==> src/rtl/multicycle_ctrl.sv <==
// Multicycle processor control FSM: sequences fetch/decode/execute/memory/writeback
// for a small MIPS-like ISA with CPSR-flag branches, and counts retired instructions.
module multicycle_ctrl (
   input  logic        clk,
   input  logic        rst_n,
   input  logic [5:0]  opcode,
   input  logic        mem_ready,
   input  logic        zero,
   input  logic        flag_v,
   input  logic        flag_n,
   output logic        mem_req,
   output logic        mem_we,
   output logic        iord,
   output logic        ir_write,
   output logic        pc_write,
   output logic [1:0]  pcsrc,
   output logic        alusrc_a,
   output logic [1:0]  alusrc_b,
   output logic [1:0]  aluop,
   output logic        regdest,
   output logic        memtoreg,
   output logic        regwrite,
   output logic        cpsr_update,
   output logic        cpsr_reset,
   output logic        bformat,
   output logic [2:0]  state,
   output logic        illegal,
   output logic [15:0] instr_cnt
);

   localparam logic [5:0] OP_R    = 6'b000000;
   localparam logic [5:0] OP_LW   = 6'b100011;
   localparam logic [5:0] OP_SW   = 6'b101011;
   localparam logic [5:0] OP_BEQ  = 6'b000100;
   localparam logic [5:0] OP_J    = 6'b000010;
   localparam logic [5:0] OP_ADDI = 6'b001000;
   localparam logic [5:0] OP_BVF  = 6'b001101;
   localparam logic [5:0] OP_BEN  = 6'b001110;

   typedef enum logic [2:0] {
      S_IF  = 3'd0,
      S_ID  = 3'd1,
      S_EX  = 3'd2,
      S_MEM = 3'd3,
      S_WB  = 3'd4,
      S_BR  = 3'd5,
      S_JMP = 3'd6,
      S_ILL = 3'd7
   } state_t;

   state_t     cur;
   logic [5:0] op_q;

   always_ff @(posedge clk or negedge rst_n) begin
      if (!rst_n) begin
         cur       <= S_IF;
         op_q      <= '0;
         illegal   <= 1'b0;
         instr_cnt <= '0;
      end else begin
         case (cur)
            S_IF:  if (mem_ready) cur <= S_ID;
            S_ID: begin
               op_q <= opcode;
               case (opcode)
                  OP_R, OP_LW, OP_SW, OP_ADDI: cur <= S_EX;
                  OP_BEQ, OP_BVF, OP_BEN:      cur <= S_BR;
                  OP_J:                        cur <= S_JMP;
                  default: begin
                     cur     <= S_ILL;
                     illegal <= 1'b1;
                  end
               endcase
            end
            S_EX:  cur <= (op_q == OP_LW || op_q == OP_SW) ? S_MEM : S_WB;
            S_MEM: begin
               if (mem_ready) begin
                  if (op_q == OP_SW) begin
                     cur       <= S_IF;
                     instr_cnt <= instr_cnt + 16'd1;
                  end else begin
                     cur <= S_WB;
                  end
               end
            end
            S_WB, S_BR, S_JMP: begin
               cur       <= S_IF;
               instr_cnt <= instr_cnt + 16'd1;
            end
            S_ILL:   cur <= S_ILL;
            default: cur <= S_IF;
         endcase
      end
   end

   assign state = cur;

   // Outputs are Moore in state/op_q except the handshake and branch-condition terms;
   // everything is held low while rst_n is asserted.
   always_comb begin
      mem_req     = 1'b0;
      mem_we      = 1'b0;
      iord        = 1'b0;
      ir_write    = 1'b0;
      pc_write    = 1'b0;
      pcsrc       = 2'b00;
      alusrc_a    = 1'b0;
      alusrc_b    = 2'b00;
      aluop       = 2'b00;
      regdest     = 1'b0;
      memtoreg    = 1'b0;
      regwrite    = 1'b0;
      cpsr_update = 1'b0;
      cpsr_reset  = 1'b0;
      bformat     = 1'b0;
      if (rst_n) begin
         case (cur)
            S_IF: begin
               mem_req = 1'b1;
               if (mem_ready) begin
                  ir_write = 1'b1;
                  pc_write = 1'b1;
                  alusrc_b = 2'b01;
               end
            end
            S_ID:  alusrc_b = 2'b11;
            S_EX: begin
               alusrc_a    = 1'b1;
               cpsr_update = 1'b1;
               if (op_q == OP_R) begin
                  alusrc_b = 2'b00;
                  aluop    = 2'b10;
               end else begin
                  alusrc_b = 2'b10;
               end
            end
            S_MEM: begin
               mem_req = 1'b1;
               iord    = 1'b1;
               mem_we  = (op_q == OP_SW);
            end
            S_WB: begin
               regwrite = 1'b1;
               regdest  = (op_q == OP_R);
               memtoreg = (op_q == OP_LW);
            end
            S_BR: begin
               alusrc_a   = 1'b1;
               aluop      = 2'b01;
               pcsrc      = 2'b01;
               cpsr_reset = 1'b1;
               bformat    = (op_q == OP_BVF) || (op_q == OP_BEN);
               pc_write   = ((op_q == OP_BEQ) && zero) ||
                            ((op_q == OP_BVF) && flag_v) ||
                            ((op_q == OP_BEN) && flag_n);
            end
            S_JMP: begin
               pcsrc      = 2'b10;
               pc_write   = 1'b1;
               cpsr_reset = 1'b1;
            end
            S_ILL:   cpsr_reset = 1'b1;
            default: ;
         endcase
      end
   end

endmodule

==> config.mk <==
export PLATFORM = sky130hd
export DESIGN_NAME = multicycle_ctrl
export DESIGN_NICKNAME = d
export VERILOG_FILES = /design/src/rtl/multicycle_ctrl.sv
export SDC_FILE = /design/constraint.sdc
export NUM_CORES = 1
export LEC_CHECK = 0
export CAP_MARGIN = 20
export CORE_MARGIN = 2
export CORE_UTILIZATION = 49
export DETAILED_ROUTE_END_ITERATION = 10
export GPL_TIMING_DRIVEN = 1
export PLACE_DENSITY = 0.84
export SLEW_MARGIN = 20
export SYNTH_ARGS = -nofsm -noshare
export SYNTH_HDL_FRONTEND = slang
export SYNTH_SLANG_ARGS = --single-unit
==> constraint.sdc <==
create_clock -name clk -period 4.14 [get_ports clk]
set_input_delay 0.621 -clock clk [delete_from_list [all_inputs] [get_ports clk]]
set_output_delay 0.621 -clock clk [all_outputs]
set_load 0.03 [all_outputs]
==> impl_metrics.ini <==
[outcome]
status = finished clean

[placement]
placed_cells = 246
dpl-instance-area_sq_um = 2060
gp_congestion = 0.867
place_hpwl_mm = 2.78
portBuffers = 49

[grt]
grt_max_degree = 30
met2_usage_pct = 37.1
grt_use_met1_pct = 31.2
grt_use_total_pct = 22.7
first_global_vias = 1368
antenna_found_initial = 0
grt-ovfl-total = 0
use_met3_pct = 2.81
grt_pass1_wl_mm = 6.26
top_usage_layer = met2

[yosys]
seq_area_frac_synth_pct = 42.2
synth_fp_nets = 172
syn_inst = 159
synth_top_family_by_area = simple AND/OR/NAND/NOR gates
synth_compound_area_share_pct = 11.4
synth-xor-area-share_pct = 9.66
postSynthAreaPerCell_sq_um = 9.69
ys.flop_type = dfrtp_1
synth_warnings = 0
yosys.area_share.simple_pct = 27.9
synth_edf_count = 0
yosys.cell_types.count = 41
netlist_area_sq_um = 1540
synthMuxAreaShare_pct = 4.38
synth_fa_ha_area_share_pct = 0.812
synth-seq-cells = 26
async_flop_share_pct = 100

[power]
p_total_mw = 1.22
vdd_drop_max_uv = 345
powerDensity_nw_per_um2 = 580
p_leak_nw = 0.878

[min_path]
hold_depth = 1
hold_end = instr_cnt[15]$_DFFE_PN0P_
hold_path.startpoint = instr_cnt[15]$_DFFE_PN0P_
hp-class = register to register

[timing]
skew_ns = 0.00789
tns_ns = 0
setup_viol = 0
fin_crit_sh_pct = 83.4
slew_violations = 0
slew_headroom_pct = 67.5
period_needed_ns = 3.45
max_freq_mhz = 289
rsz0062_at_grt = no
worst_pin_slew_ns = 0.488
hold_viol_final = 0

[setup_path]
crit_family = simple AND/OR/NAND/NOR gates
r2r_end = instr_cnt[4]$_DFFE_PN0P_
criticalPathCategory = register to primary output
slowest_stage = dfrtp_1
worstReg2RegStart = state[2]$_DFFE_PN0P_
required_ns = 3.52
worstRegToRegCells = 4
cp.arrival_ns = 2.83
path_max_fanout = 17
ff2ff_setup_slack_ns = 2.36
worstPathCellList = nor2b_1 > nand3_1 > nor4b_1 > a32o_1 > clkdlybuf4s50_1
endpoint_kind = primary output
critPathLaunchType = register
cp_num_buf_inv = 1
slowest_delay_ns = 0.68

[final_layout]
drive_gt1_share_pct = 10.2
final_area_sq_um = 2110
num_antenna_cells = 0
area_growth_pct = 36.9
final_common_cell = clkdlybuf4s50_1
final_cell_mix = 49 x clkdlybuf4s50_1, 26 x dfrtp_1, 17 x nand2_1
fill_cells = 233
final_util_pct = 69.7
instances_no_fill = 250
layout.nets = 220

[cts]
cts_inserted_buffers = 3
htree_levels = 1
cts_resized = 0
cts_num_sinks = 26
cts_hold_buf = 0
clock_latency_ns = 0.32
post_cts_buffers = 0
cts_tree = yes
clockBufferDepth = 2
clkTransAtPathRegs_ns = 0.15
cts-root-buf = clkbuf_4

[flow_run]
maxCapViolations = 0

[floorplanning]
ios = 50
initial_core_util_pct = 50.9
die-width_um = 60.1
coreArea_sq_um = 3030
die_y_um = 60.1
rows = 20
die_area_sq_um = 3610

[drt]
drc = 0
vias_per_cell = 5.67
routedWlPerCell_um = 14.9
finalWirelength_mm = 3.73
dr_total_vias = 1418
first_iter_violations = 47
drt-pass1-iter-count = 4
ant_nets = 0
[synthesized netlist by cell type, types with 2 or more instances]
cell type,n,area [sq um]
dfrtp_1,26,651
nand2_1,17,63.8
xnor2_1,11,96.3
nor2_1,10,37.5
and3_1,8,50.1
nand3_1,8,40.0
nand4_1,7,43.8
mux2_2,6,67.6
xor2_1,6,52.6
inv_1,5,18.8
o21ai_0,5,25.0
nor3_1,4,20.0
a21oi_1,3,15.0
buf_2,3,15.0
nand2b_1,3,18.8
a211oi_1,2,15.0
a31o_2,2,17.5
and4_1,2,17.5
buf_4,2,15.0
clkbuf_1,2,7.51
nand3b_1,2,15.0
nor2_2,2,12.5
nor2b_1,2,12.5
nor4_1,2,12.5
nor4b_2,2,30.0
o211ai_1,2,15.0
[kinds of logic (layout without fill, tap and decap cells)]
| family | after synthesis | in the layout |
|---|---|---|
| buffers and inverters | 12 | 59 |
| XOR/XNOR | 17 | 17 |
| AO/OA/AOI/OAI | 22 | 22 |
| multiplexers | 6 | 6 |
| adder cells (fa/ha/maj) | 1 | 1 |
| AND/OR/NAND/NOR | 75 | 75 |
| flip-flops | 26 | 26 |
[through the flow]
| stage | hold slack [ns] | setup WS, ns |
|---|---|---|
| after floorplan | 0.325 | 1.63 |
| after global placement | 0.454 | 0.928 |
| after detailed placement | 0.458 | 0.785 |
| after CTS | 0.481 | 0.715 |
| after global routing | 0.488 | 0.498 |
| final | 0.474 | 0.686 |
[area by class of cell]
| class | count | area (sq um) | share of cell area (%) |
|---|---|---|---|
| multi-input cells | 121 | 835 | 39.6 |
| flip-flops and latches | 26 | 651 | 30.8 |
| repair buffers | 50 | 498 | 23.6 |
| well taps | 44 | 55.1 | 2.61 |
| clock inverters | 1 | 30.0 | 1.42 |
| clock buffers | 3 | 22.5 | 1.07 |
| inverters | 5 | 18.8 | 0.890 |
[how the worst max path moves through the flow]
stage	from	end	slack, ns	cells after the start
final	state[0]$_DFFE_PN0P_	pc_write	0.69	5
after global routing	state[0]$_DFFE_PN0P_	pc_write	0.50	5
after detailed placement	rst_n	mem_we	0.78	5
after global placement	rst_n	mem_we	0.93	5
after floorplan	state[0]$_DFFE_PN0P_	mem_we	1.63	3
after CTS	state[0]$_DFFE_PN0P_	pc_write	0.72	5
[power breakdown]
part / switching, mW / total [mW] / internal (mW)
clock: 0.0777 / 0.176 / 0.0978
combinational: 0.327 / 0.590 / 0.263
sequential: 0.137 / 0.458 / 0.321
total: 0.542 / 1.22 / 0.681
[state kept, by name, indices dropped and copies added, names as in the netlist]
name       count
instr_cnt     16
op_q           6
state          3
illegal        1
[layer usage]
layer | part of all wire (%) | vias to the layer above
met4 | 0.97 | 0
met3 | 4.5 | 2
met1 | 44 | 704
li1 | - | 666
met5 | 0 | -
met2 | 51 | 46
(Power assumes the default switching activity.)
